## config.mk

```make
export PLATFORM = sky130hd
export DESIGN_NAME = mem_lsu_ctrl
export DESIGN_NICKNAME = d
export VERILOG_FILES = /design/src/rtl/mem_lsu_ctrl.sv
export SDC_FILE = /design/constraint.sdc
export NUM_CORES = 1
export LEC_CHECK = 0
export CORE_UTILIZATION = 44
export DETAILED_ROUTE_END_ITERATION = 7
export PLACE_DENSITY = 0.82
export SLEW_MARGIN = 10
export SYNTH_ARGS = -nofsm -noshare
export SYNTH_HDL_FRONTEND = slang
export SYNTH_SLANG_ARGS = --single-unit
```

## constraint.sdc

```tcl
create_clock -name clk -period 6 [get_ports clk]
set_clock_uncertainty 0.2 [all_clocks]
set_input_delay 1.2 -clock clk [delete_from_list [all_inputs] [get_ports clk]]
set_output_delay 1.2 -clock clk [all_outputs]
set_load 0.05 [all_outputs]
```

## src/rtl/mem_lsu_ctrl.sv

```systemverilog
// MEM-stage load/store controller: one outstanding data-cache request, store strobes/replication, pipeline stall.
// Optional alignment checking is enabled by defining LSU_ADDR_CHECK_EN.
module mem_lsu_ctrl (
  input  logic        clk,
  input  logic        rst,
  input  logic        MEM_Flush,
  input  logic        MEM_Wr,
  input  logic        MEM_MemReq,
  input  logic        MEM_IsStore,
  input  logic [1:0]  MEM_Size,
  input  logic [31:0] MEM_Addr,
  input  logic [31:0] MEM_WData,
  output logic        data_req,
  output logic        data_wr,
  output logic [1:0]  data_size,
  output logic [31:0] data_addr,
  output logic [3:0]  data_wstrb,
  output logic [31:0] data_wdata,
  input  logic        data_addr_ok,
  input  logic        data_data_ok,
  input  logic [31:0] data_rdata,
  output logic [31:0] MEM_DMOut,
  output logic        MEM_LsuStall,
  output logic        MEM_AdEL,
  output logic        MEM_AdES
);

  typedef enum logic [2:0] {IDLE, WAIT_ADDR, WAIT_DATA, HOLD, DRAIN} state_t;

  state_t      state;
  logic [31:0] req_addr;
  logic [31:0] req_wdata;
  logic [31:0] hold_data;
  logic [1:0]  req_size;
  logic [3:0]  req_wstrb;
  logic        req_wr;
  logic        fault;
  logic        launch;
  logic        done;
  logic [3:0]  strb_c;
  logic [31:0] wdata_c;

  function automatic logic [3:0] store_strb(input logic [1:0] size, input logic [1:0] a);
    case (size)
      2'd0:    store_strb = 4'b0001 << a;
      2'd1:    store_strb = 4'b0011 << {a[1], 1'b0};
      default: store_strb = 4'b1111;
    endcase
  endfunction

  function automatic logic [31:0] store_data(input logic [1:0] size, input logic [31:0] d);
    case (size)
      2'd0:    store_data = {4{d[7:0]}};
      2'd1:    store_data = {2{d[15:0]}};
      default: store_data = d;
    endcase
  endfunction

`ifdef LSU_ADDR_CHECK_EN
  // Size 3 is handled as a word, so MEM_Size[1] selects the word alignment rule.
  assign fault    = ((MEM_Size == 2'd1) & MEM_Addr[0]) | (MEM_Size[1] & (|MEM_Addr[1:0]));
  assign MEM_AdEL = fault & MEM_MemReq & ~MEM_Flush & ~MEM_IsStore;
  assign MEM_AdES = fault & MEM_MemReq & ~MEM_Flush & MEM_IsStore;
`else
  assign fault    = 1'b0;
  assign MEM_AdEL = 1'b0;
  assign MEM_AdES = 1'b0;
`endif

  assign strb_c  = store_strb(MEM_Size, MEM_Addr[1:0]);
  assign wdata_c = store_data(MEM_Size, MEM_WData);
  assign launch  = (state == IDLE) & MEM_MemReq & ~fault & ~MEM_Flush;
  assign done    = ((state == WAIT_DATA) & data_data_ok) | (state == HOLD);

  // Request is presented straight from the pipeline on launch, then from the request register.
  always_comb begin
    data_req   = launch | (state == WAIT_ADDR);
    data_wr    = req_wr;
    data_size  = req_size;
    data_addr  = req_addr;
    data_wstrb = req_wstrb;
    data_wdata = req_wdata;
    if (state == IDLE) begin
      data_wr    = MEM_IsStore;
      data_size  = MEM_Size;
      data_addr  = MEM_Addr;
      data_wstrb = MEM_IsStore ? strb_c : 4'b0000;
      data_wdata = wdata_c;
    end
  end

  assign MEM_LsuStall = (MEM_MemReq & ~MEM_Flush & ~fault & ~done) | (state == DRAIN);
  assign MEM_DMOut    = ((state == WAIT_DATA) & data_data_ok) ? data_rdata : hold_data;

  always_ff @(posedge clk) begin
    if (launch) begin
      req_addr  <= MEM_Addr;
      req_size  <= MEM_Size;
      req_wr    <= MEM_IsStore;
      req_wstrb <= MEM_IsStore ? strb_c : 4'b0000;
      req_wdata <= wdata_c;
    end
  end

  always_ff @(posedge clk) begin
    if (rst) begin
      state     <= IDLE;
      hold_data <= 32'd0;
    end else begin
      case (state)
        IDLE: begin
          if (launch) state <= data_addr_ok ? WAIT_DATA : WAIT_ADDR;
        end
        WAIT_ADDR: begin
          // An accepted request must still be drained even if flushed in the same cycle.
          if (data_addr_ok)   state <= MEM_Flush ? DRAIN : WAIT_DATA;
          else if (MEM_Flush) state <= IDLE;
        end
        WAIT_DATA: begin
          if (data_data_ok) begin
            if (!MEM_Flush) hold_data <= data_rdata;
            state <= (MEM_Flush | MEM_Wr) ? IDLE : HOLD;
          end else if (MEM_Flush) begin
            state <= DRAIN;
          end
        end
        HOLD: begin
          if (MEM_Wr | MEM_Flush) state <= IDLE;
        end
        DRAIN: begin
          if (data_data_ok) state <= IDLE;
        end
        default: state <= IDLE;
      endcase
    end
  end

endmodule

```

==> qor.txt <==
Outcome: completed
HPWL Detailed: 9930 um
Number of DRC markers in iteration 0: 231
Most frequent cell after synthesis: nand2_1
ANT cells: 0
Setup_tns: 0 ps
Num CTS Buffers: 9
I/O pin total: 213
Final Cell Area: 7680 um2
Syn Std Cell Area: 5220 um2
Maxcap violations: 0
Number of port buffers: 210
YS warnings: 0
Path depth of the worst reg2reg path: 4
CTS tree: done
Main synth FF type: edfxtp_1
Hold Buf Count CTS: 0
H-tree level count: 3
Final WL: 13,900 um
Startpoint Class: input port
Dpl cell area: 7360 um2
Leakage: 2.97 nW
Grt total ovfl: 0
Final core occ: 67.0%
Crit path cell chain: clkdlybuf4s50_1, nor2_2, mux2_2, nand2_1, nand2_1, clkdlybuf4s50_1
Distinct cells, synth: 33
Reg2reg setup slack: 2910 ps
Initial Utilization: 45.5%
#FFs+latches synth: 106
Post CTS Setup Buffer Count: 0
Peak supply drop: 0.195 mV
Largest net degree at the start of global routing: 71
Area grow syn2layout: 47.3%
Final worst-path setup slack: 899 ps
Clk Latency, worst-skew pair: 330 ps
Unrepaired setup endpoints after global routing: false
Hold path depth: 2
Root buffer cell: clkbuf_16
Commonest cells post-synth: nand2_1, edfxtp_1, mux2_2
RR Startpoint: state[1]
Synth Area in Adders: 0%
Hold path endpoint: hold_data[13]
Delay-heaviest family, CP: buffers and inverters
Largest family of logic cells by synthesized area: simple AND/OR/NAND/NOR gates
CTS resizes: 0
# DRC: 0
Final nets: 843
Core outline area: 11,500 um2
Slowest CP cell: clkdlybuf4s50_1
Fmax: 196 MHz
Global-route wire length before repair: 22,600 um
CTS sink cnt: 106
Max Root-Sink Buffers: 2
Placer Congestion: 0.840
Routed wire length per instance: 15.7 um
Num rows: 39
Critical setup path kind: in -> out
Power Density: 297 nW/um2
First drt pass iteration count: 4
CTS clk-pin slew, worst paths: 70 ps
Ys async rst share: 0%
Final worst-path cycle share: 85.0%
Final Hold Viols: 0
Worst-path fanout max: 13
Max stage delay on crit path: 750 ps
Hold Crit Start: hold_data[13]
CP endpoint kind: output pin
Setup violation total in the final timing report: 0
Synth area leader: edfxtp_1
Multiplexer share of the synthesized area: 14.5%
Worst r2r dst: req_wstrb[3]
Data required time of the worst path: 4600 ps
Hold WC Path Type: reg -> reg
Post-synth top area share: 40.9%
DR vias: 4,525
Number of synthesized flops with an enable pin: 71
Worst slack at placement: 901 ps
Smallest hold slack: 251 ps
Max-slew headroom: 27.6%
Die width: 111 um
XOR/XNOR Fraction of Synth Area: 0%
Compound-cell area share of the yosys netlist: 6.26%
Initial antenna violation count: 0
Antenna Violating Nets Remaining: 0
Share of cells above drive strength 1: 11.7%
Vias per cell: 5.11
Bufs and invs on worst path: 2
Worst slew pin tran: 1090 ps
Synth Instances: 546
Ranking of synthesized cells by area: edfxtp_1, nand2_1, dfxtp_1, mux2_2, a21oi_1
Post-synthesis sequential area ratio: 54.3%
Post-synthesis simple-gate area fraction: 20.6%
Clock period minus worst slack: 5100 ps
Global Route Usage Sum: 22.7%
Slew Viols, Final: 0
Die area: 12,300 um2
Die extent in y: 111 um
Vias in the first global route: 4,524
Worst Path Arrival: 3700 ps
Avg Cell Area, Syn: 9.55 um2
Reg area: 2830 um2
# fillers: 869
Multi-input logic area: 2190 um2
[where the power goes]
part / internal, mW / leakage, nW / switching, mW
clock network: 0.370 / 0.156 / 0.265
logic: 0.282 / 1.87 / 0.531
registers: 0.820 / 0.945 / 0.0126
[registers in the layout, indices dropped and copies added, names as in the netlist]
name,count
req_wstrb,4
req_size,2
state,3
hold_data,32
req_wr,1
req_wdata,32
req_addr,32
[layer usage]
| metal | track usage [%] | share of wire (%) | up-vias |
|---|---|---|---|
| met5 | 0 | 0 | - |
| met4 | 6.58 | 1.5 | 0 |
| met3 | 7.98 | 8.7 | 20 |
| met2 | 38.1 | 48 | 183 |
| met1 | 27.4 | 42 | 2106 |
| li1 | - | - | 2216 |
[how the worst max path moves through the flow]
stage                     cells after the start        endpoint         from  slack, ps
after CTS                                     6  data_wdata[15]  MEM_Size[0]        890
after detailed placement                      6  data_wdata[15]  MEM_Size[0]        900
after global placement                        6   data_wdata[9]  MEM_Size[0]        970
after global routing                          6  data_wdata[15]  MEM_Size[0]        770
after floorplan                               2     req_addr[0]    MEM_Flush        940
final                                         6   data_wdata[9]  MEM_Size[0]        900
[tightest hold or removal path, cell delays in order (launching register included)]
cell and delay (ps):
dfxtp_1 310, nand2_1 50, a21oi_1 50
[area by class of cell]
class                   instances  share of cell area (%)
multi-input cells             402                    28.4
flip-flops and latches        106                    36.9
repair buffers                215                    27.9
clock inverters                 7                    1.34
inverters                       3                   0.147
clock buffers                   9                    2.93
well taps                     143                    2.33
[logic make-up after synthesis]
| family | count (synthesis) |
|---|---|
| compound gates | 59 |
| buf+inv | 39 |
| flops | 106 |
| mux | 68 |
| other cells | 1 |
| simple gates | 273 |
[cells in the final DEF (no fill, tap or decap), drive strengths merged]
| cell | instances |
|---|---|
| edfxtp | 71 |
| a32oi | 1 |
| mux2i | 8 |
| inv | 4 |
| bufinv | 2 |
| dfxtp | 35 |
| o21ai | 12 |
| nand3 | 2 |
| buf | 6 |
| a21oi | 36 |
| nand2 | 250 |
| a2bb2oi | 1 |
| clkdlybuf4s50 | 209 |
| and2b | 1 |
| nand2b | 4 |
| o2bb2ai | 1 |
| o32ai | 1 |
| clkinvlp | 1 |
| a211oi | 1 |
| clkbuf | 9 |
| clkinv | 3 |
| conb | 2 |
| nor3b | 1 |
| nor2 | 10 |
| mux2 | 60 |
| o21a | 3 |
| o22ai | 1 |
| and4bb | 1 |
| nor3 | 1 |
| a21boi | 2 |
| nor2b | 2 |
| nand4b | 1 |
[metrics by stage]
| stage | cells | power (mW) |
|---|---|---|
| 2_1_floorplan | 547 | 1.37 |
| 3_3_place_gp | 869 | 1.65 |
| 3_5_place_dp | 869 | 1.66 |
| 4_1_cts | 885 | 2.30 |
| 5_1_grt | 885 | 2.37 |
| 6_report | 885 | 2.28 |
(Power assumes the default switching activity.)
